`config.mk`:
```
export PLATFORM = sky130hd
export DESIGN_NAME = wb_arbiter_flat
export DESIGN_NICKNAME = d
export VERILOG_FILES = /design/src/rtl/wb_arbiter_if.sv /design/src/rtl/wb_arbiter.sv /design/src/flat_wrapper.sv
export SDC_FILE = /design/constraint.sdc
export NUM_CORES = 1
export LEC_CHECK = 0
export ABC_AREA = 1
export BUFFER_PORTS_ARGS = -buffer_cell sky130_fd_sc_hd__buf_2
export CORE_AREA = 2 2 122 124
export CTS_BUF_LIST = sky130_fd_sc_hd__clkbuf_16
export DETAILED_ROUTE_END_ITERATION = 8
export DIE_AREA = 0 0 124 126
export GPL_ROUTABILITY_DRIVEN = 0
export GPL_TIMING_DRIVEN = 0
export PLACE_DENSITY_LB_ADDON = 0.25
export SETUP_SLACK_MARGIN = 0.4
export SLEW_MARGIN = 15
export SYNTH_ARGS = -nofsm -noshare
export SYNTH_HDL_FRONTEND = slang
export SYNTH_SLANG_ARGS = --single-unit
```
`constraint.sdc`:
```
create_clock -name clk_i -period 1.7 [get_ports clk_i]
set_input_delay 0.51 -clock clk_i [delete_from_list [all_inputs] [get_ports clk_i]]
set_output_delay 0.51 -clock clk_i [all_outputs]
set_load 0.005 [all_outputs]
```
`src/rtl/wb_arbiter_if.sv`:
```
`default_nettype none
// +-----------------------------------------------------------------+
// | wb_arbiter_if : Wishbone B4 classic link (one master, one slave) |
// | Rev 1.0                                                          |
// +-----------------------------------------------------------------+
interface wb_arbiter_if #(
   parameter int AW = 32,
   parameter int DW = 32
);
   logic            cyc;
   logic            stb;
   logic            we;
   logic [AW-1:0]   adr;
   logic [DW-1:0]   dat_w;
   logic [DW/8-1:0] sel;
   logic [DW-1:0]   dat_r;
   logic            ack;
   logic            err;

   modport master (output cyc, stb, we, adr, dat_w, sel, input dat_r, ack, err);
   modport slave  (input cyc, stb, we, adr, dat_w, sel, output dat_r, ack, err);
endinterface
`default_nettype wire

```
`src/rtl/wb_arbiter.sv`:
```
`default_nettype none
// +-----------------------------------------------------------------+
// | wb_arbiter : two-master / one-slave Wishbone arbiter + watchdog  |
// | Rev 1.0                                                          |
// +-----------------------------------------------------------------+
module wb_arbiter #(
   parameter int AW      = 32,
   parameter int DW      = 32,
   parameter int TIMEOUT = 255,
   parameter int RR      = 0
) (
   input  wire logic    clk_i,
   input  wire logic    rst_i,
   wb_arbiter_if.slave  m0,
   wb_arbiter_if.slave  m1,
   wb_arbiter_if.master s,
   output logic [1:0]   gnt_o
);
   localparam int              c_CW   = $clog2(TIMEOUT + 1);
   localparam logic [c_CW-1:0] c_TMAX = c_CW'(TIMEOUT);
   localparam logic [c_CW-1:0] c_TM1  = c_CW'(TIMEOUT - 1);

   typedef enum logic [1:0] {
      S_IDLE = 2'd0,
      S_GNT0 = 2'd1,
      S_GNT1 = 2'd2,
      S_TOUT = 2'd3
   } state_t;

   state_t          r_state, w_state_nxt;
   logic            r_last,  w_last_nxt;
   logic [c_CW-1:0] r_cnt,   w_cnt_nxt;
   logic            w_cur, w_cyc, w_stb;
   logic [AW-1:0]   w_adr;
   logic [DW-1:0]   w_dat;
   logic [DW/8-1:0] w_sel;

   always_ff @(posedge clk_i or negedge rst_i) begin
      if (!rst_i) begin
         r_state <= S_IDLE;
         r_last  <= 1'b0;
         r_cnt   <= '0;
      end else begin
         r_state <= w_state_nxt;
         r_last  <= w_last_nxt;
         r_cnt   <= w_cnt_nxt;
      end
   end

   // r_last records the master of the finished tenure; in TOUT it names the erroring master
   always_comb begin
      w_state_nxt = r_state;
      w_last_nxt  = r_last;
      w_cnt_nxt   = r_cnt;
      w_cur       = (r_state == S_GNT1);
      w_cyc       = w_cur ? m1.cyc : m0.cyc;
      w_stb       = w_cur ? m1.stb : m0.stb;
      case (r_state)
         S_IDLE: begin
            w_cnt_nxt = '0;
            if (m0.cyc && m1.cyc)
               w_state_nxt = ((RR != 0) && r_last) ? S_GNT0 : S_GNT1;
            else if (m1.cyc)
               w_state_nxt = S_GNT1;
            else if (m0.cyc)
               w_state_nxt = S_GNT0;
         end
         S_GNT0, S_GNT1: begin
            if (s.ack || s.err)
               w_cnt_nxt = '0;
            else if (w_stb && (r_cnt != c_TMAX))
               w_cnt_nxt = r_cnt + 1'b1;
            // a termination in the final watchdog cycle beats the timeout
            if (!w_cyc) begin
               w_state_nxt = S_IDLE;
               w_last_nxt  = w_cur;
            end else if (!(s.ack || s.err) && w_stb && (r_cnt == c_TM1)) begin
               w_state_nxt = S_TOUT;
               w_last_nxt  = w_cur;
            end
         end
         S_TOUT:  w_state_nxt = S_IDLE;
         default: w_state_nxt = S_IDLE;
      endcase
   end

   always_comb begin
      w_adr = '0;
      w_dat = '0;
      w_sel = '0;
      s.cyc = 1'b0;
      s.stb = 1'b0;
      s.we  = 1'b0;
      m0.ack   = 1'b0;
      m0.err   = 1'b0;
      m0.dat_r = '0;
      m1.ack   = 1'b0;
      m1.err   = 1'b0;
      m1.dat_r = '0;
      gnt_o    = 2'b00;
      case (r_state)
         S_GNT0: begin
            s.cyc = m0.cyc;
            s.stb = m0.stb;
            s.we  = m0.we;
            w_adr = m0.adr;
            w_dat = m0.dat_w;
            w_sel = m0.sel;
            m0.ack   = s.ack;
            m0.err   = s.err;
            m0.dat_r = s.dat_r;
            gnt_o    = 2'b01;
         end
         S_GNT1: begin
            s.cyc = m1.cyc;
            s.stb = m1.stb;
            s.we  = m1.we;
            w_adr = m1.adr;
            w_dat = m1.dat_w;
            w_sel = m1.sel;
            m1.ack   = s.ack;
            m1.err   = s.err;
            m1.dat_r = s.dat_r;
            gnt_o    = 2'b10;
         end
         S_TOUT: begin
            m0.err = ~r_last;
            m1.err = r_last;
            gnt_o  = r_last ? 2'b10 : 2'b01;
         end
         default: ;
      endcase
   end

   assign s.adr   = w_adr;
   assign s.dat_w = w_dat;
   assign s.sel   = w_sel;
endmodule
`default_nettype wire

```
`src/flat_wrapper.sv`:
```
// flat-port wrapper written by rule: the top's interface ports become plain ports
module wb_arbiter_flat 
#(
   parameter int AW      = 32,
   parameter int DW      = 32,
   parameter int TIMEOUT = 255,
   parameter int RR      = 0
)
  (clk_i, rst_i, gnt_o, m0_cyc, m0_stb, m0_we, m0_adr, m0_dat_w, m0_sel, m0_dat_r, m0_ack, m0_err, m1_cyc, m1_stb, m1_we, m1_adr, m1_dat_w, m1_sel, m1_dat_r, m1_ack, m1_err, s_cyc, s_stb, s_we, s_adr, s_dat_w, s_sel, s_dat_r, s_ack, s_err);
  wb_arbiter_if #(.AW(AW), .DW(DW)) m0_i ();
  wb_arbiter_if #(.AW(AW), .DW(DW)) m1_i ();
  wb_arbiter_if #(.AW(AW), .DW(DW)) s_i ();
  input  wire logic clk_i;
  input  wire logic rst_i;
  output logic [1:0] gnt_o;
  input wire logic [$bits(m0_i.cyc)-1:0] m0_cyc;
  input wire logic [$bits(m0_i.stb)-1:0] m0_stb;
  input wire logic [$bits(m0_i.we)-1:0] m0_we;
  input wire logic [$bits(m0_i.adr)-1:0] m0_adr;
  input wire logic [$bits(m0_i.dat_w)-1:0] m0_dat_w;
  input wire logic [$bits(m0_i.sel)-1:0] m0_sel;
  output wire logic [$bits(m0_i.dat_r)-1:0] m0_dat_r;
  output wire logic [$bits(m0_i.ack)-1:0] m0_ack;
  output wire logic [$bits(m0_i.err)-1:0] m0_err;
  input wire logic [$bits(m1_i.cyc)-1:0] m1_cyc;
  input wire logic [$bits(m1_i.stb)-1:0] m1_stb;
  input wire logic [$bits(m1_i.we)-1:0] m1_we;
  input wire logic [$bits(m1_i.adr)-1:0] m1_adr;
  input wire logic [$bits(m1_i.dat_w)-1:0] m1_dat_w;
  input wire logic [$bits(m1_i.sel)-1:0] m1_sel;
  output wire logic [$bits(m1_i.dat_r)-1:0] m1_dat_r;
  output wire logic [$bits(m1_i.ack)-1:0] m1_ack;
  output wire logic [$bits(m1_i.err)-1:0] m1_err;
  output wire logic [$bits(s_i.cyc)-1:0] s_cyc;
  output wire logic [$bits(s_i.stb)-1:0] s_stb;
  output wire logic [$bits(s_i.we)-1:0] s_we;
  output wire logic [$bits(s_i.adr)-1:0] s_adr;
  output wire logic [$bits(s_i.dat_w)-1:0] s_dat_w;
  output wire logic [$bits(s_i.sel)-1:0] s_sel;
  input wire logic [$bits(s_i.dat_r)-1:0] s_dat_r;
  input wire logic [$bits(s_i.ack)-1:0] s_ack;
  input wire logic [$bits(s_i.err)-1:0] s_err;
  assign m0_i.cyc = m0_cyc;
  assign m0_i.stb = m0_stb;
  assign m0_i.we = m0_we;
  assign m0_i.adr = m0_adr;
  assign m0_i.dat_w = m0_dat_w;
  assign m0_i.sel = m0_sel;
  assign m0_dat_r = m0_i.dat_r;
  assign m0_ack = m0_i.ack;
  assign m0_err = m0_i.err;
  assign m1_i.cyc = m1_cyc;
  assign m1_i.stb = m1_stb;
  assign m1_i.we = m1_we;
  assign m1_i.adr = m1_adr;
  assign m1_i.dat_w = m1_dat_w;
  assign m1_i.sel = m1_sel;
  assign m1_dat_r = m1_i.dat_r;
  assign m1_ack = m1_i.ack;
  assign m1_err = m1_i.err;
  assign s_cyc = s_i.cyc;
  assign s_stb = s_i.stb;
  assign s_we = s_i.we;
  assign s_adr = s_i.adr;
  assign s_dat_w = s_i.dat_w;
  assign s_sel = s_i.sel;
  assign s_i.dat_r = s_dat_r;
  assign s_i.ack = s_ack;
  assign s_i.err = s_err;
  wb_arbiter #(.AW(AW), .DW(DW), .TIMEOUT(TIMEOUT), .RR(RR)) u_core (.clk_i(clk_i), .rst_i(rst_i), .m0(m0_i), .m1(m1_i), .s(s_i), .gnt_o(gnt_o));
endmodule
```
==> impl_metrics.toml <==
[outcome]
outcome = "complete, but fails checks"
violations = "negative setup slack"

[floorplanning]
die_height_um = 126
die-width_um = 124
rows = 44
dieArea_mm2 = 0.0156
start_util_pct = 16.7
core_area_mm2 = 0.0143
pin_count = 319

[timing]
whs_ps = 145
fmaxAchievable_ghz = 0.458
fin_ws_ps = -486
tightest_slew_ps = 276
maxSlewViolCount = 0
hold_viol = 0
min_period_ps = 2190
setup_tns_ps = -62330
slew_headroom_pct = 81.6
clock_skew_ps = 0.539
rsz0062_at_grt = "yes"
finalSetupViolations = 152
min_period_over_period_pct = 129

[drt]
dr_total_vias = 4434
drtIter0Drc = 166
routedWlPerCell_um = 15.1
drc = 0
drtPass1Iterations = 5
viasPerCell = 4.19
routed_wl_um = 16000
ant_nets = 0

[synthesis]
ys_types = 23
synth_area_leaders = "nand2_1 41%, a21oi_1 16%, inv_1 12%, dfrtp_1 11%, ha_1 3.7%"
synth_nets = 692
seq_area_frac_synth_pct = 11.5
synth_area_mm2 = 0.00240
synth_warnings = 0
syn_avg_cell_area_um2 = 4.73
yosysMostFrequentCell = "nand2_1"
synthCells = 507
synthTopCellsByCount = "260 x nand2_1, 78 x inv_1, 76 x a21oi_1"
synth_flop_cell = "dfrtp_1"
synth-async-reset-ratio_pct = 100
synth_top_area_share_pct = 40.7
ys_seq_elements = 11
yosysTopAreaCell = "nand2_1"
synth_edf_count = 0

[cells_and_area]
syn2layout_area_growth_pct = 169
multi_input_area_mm2 = 0.00258
final_cells = 1058
nFillCells = 1448
seq_area_um2 = 278
drive_gt1_share_pct = 71.9
finalNetCount = 1059

[grt]
track_usage_pct = 17.5
grt_overflow = 0
grt_max_degree = 12
antenna_found_initial = 1
grt_pass1_vias = 3933
grt_pass1_wl_um = 21500

[placed_design]
dpl.cell_count = 1009
port_buffers = 318
hpwl_um = 11600

[clock_tree]
cts_tree = "built"
numCtsBuffers = 3
cts.path.max_buffers = 2
clkLatencyLatePin_ps = 240
cts_sinks = 11
ctsHtreeMaxLevel = 1
holdBufCountCts = 0
root_buffer = "clkbuf_16"
clk_pin_slew_ps = 40

[setup_path]
crit_type = "flip-flop to output port"
cp.required_ps = 1190
timing.critical_path.mode_cell = "clkbuf_16"
crit_fanout = 6
crit_chain = "inv_4, ha_4, buf_12, clkbuf_16, clkbuf_16, nand2_4, a21oi_2, buf_2"
crit_arrival_ps = 1680
setup.worst_path.end_class = "output port"
slowest_delay_ps = 450
cpMaxStageDelayCell = "dfrtp_2"
cp-start-kind = "flip-flop"

[power]
leakagePower_nw = 3.88
power_density_mw_per_mm2 = 1470
fin_total_pwr_mw = 9.49
ir_worst_vdd_mv = 0.830

[worst_hold_path]
hold_class = "input pin to async pin"

[run]
cap_viol_max_count = 0
==> cells in the final DEF, fill, tap and decap left out, drive strengths merged <==
cell type / n
a21oi: 76
and2: 1
buf: 375
clkbuf: 21
dfrtp: 11
diode: 1
ha: 7
inv: 82
nand2: 265
nand3: 14
nand3b: 1
nor2: 14
nor3: 1
o21ai: 3
o21bai: 1
or2: 1
==> final timing paths <==
kind                                   startpoint                end  slack [ps]  cells after the start
worst max-delay path            u_core.r_state[0]        s_dat_w[18]        -490                      8
max in group asynchronous                   rst_i  u_core.r_state[0]        1320                      1
min in group clk_i                u_core.r_cnt[5]    u_core.r_cnt[5]         530                      2
worst min register to register    u_core.r_cnt[5]    u_core.r_cnt[5]         530                      2
worst min-delay path                        rst_i  u_core.r_state[1]         140                      1
worst max register to register  u_core.r_state[1]    u_core.r_cnt[0]        -230                     14
==> cell type report <==
cell class,count,share of cell area [%]
multi-input combinational,384,40.0
timing repair buffer,362,37.6
buffer,31,8.20
inverter,81,5.06
sequential,11,4.30
tap,184,3.57
clock buffer,3,1.16
clock inverter,1,0.0582
antenna,1,0.0388
==> logic make-up (layout without fill, tap and decap cells) <==
family | Yosys count | in the layout | synth area share, %
other | 0 | 1 | 0
DFF | 11 | 11 | 11.5
and+or+nand+nor | 297 | 297 | 49.2
adders and majority gates | 7 | 7 | 3.65
AOI/OAI and AO/OA | 80 | 80 | 17.0
buffers and inverters | 112 | 478 | 18.7
==> per-layer routing <==
layer | part of all wire [%] | global-route usage [%] | routed length, µm
met1 | 40 | 22.6 | 6350
met2 | 53 | 32.3 | 8550
met3 | 5.8 | 1.54 | 928
met4 | 1.1 | 2.12 | 170
met5 | 0 | 0 | 0
==> where the power goes <==
part,internal (mW),switching [mW],leakage (nW),total [mW]
Combinational,4.43,4.26,3.69,8.70
Sequential,0.306,0.0595,0.147,0.366
Clock,0.309,0.117,0.0423,0.426
Total,5.05,4.44,3.88,9.49
==> stage by stage <==
step	instance area [µm²]	utilization, %	worst slack, ps
after floorplan	2520	-	-49.5
after global placement	4340	30.3	-571
after detailed placement	4340	30.3	-598
after CTS	5470	38.2	-488
after global routing	6450	45.1	-548
final	6450	45.1	-486
==> flip-flops by register name, summed over array words and instances (netlist names) <==
signal and cells:
u_core.r_last 1, u_core.r_cnt 8, u_core.r_state 2
==> timing repair <==
item | 4_1_cts | 5_1_grt
buffers inserted | 21 | 6
pin swaps | 26 | 53
resized for setup | 169 | 222
setup endpoints to repair | 152 | 152
gates cloned | 9 | 8
==> critical path, delay by kind of cell, from the launching register on <==
family | cells | cell delay [ps]
buf+inv | 5 | 670
fa+ha+maj | 1 | 140
flops | 1 | 450
simple gates | 1 | 40
compound gates | 1 | 130
(Power assumes the default switching activity.)
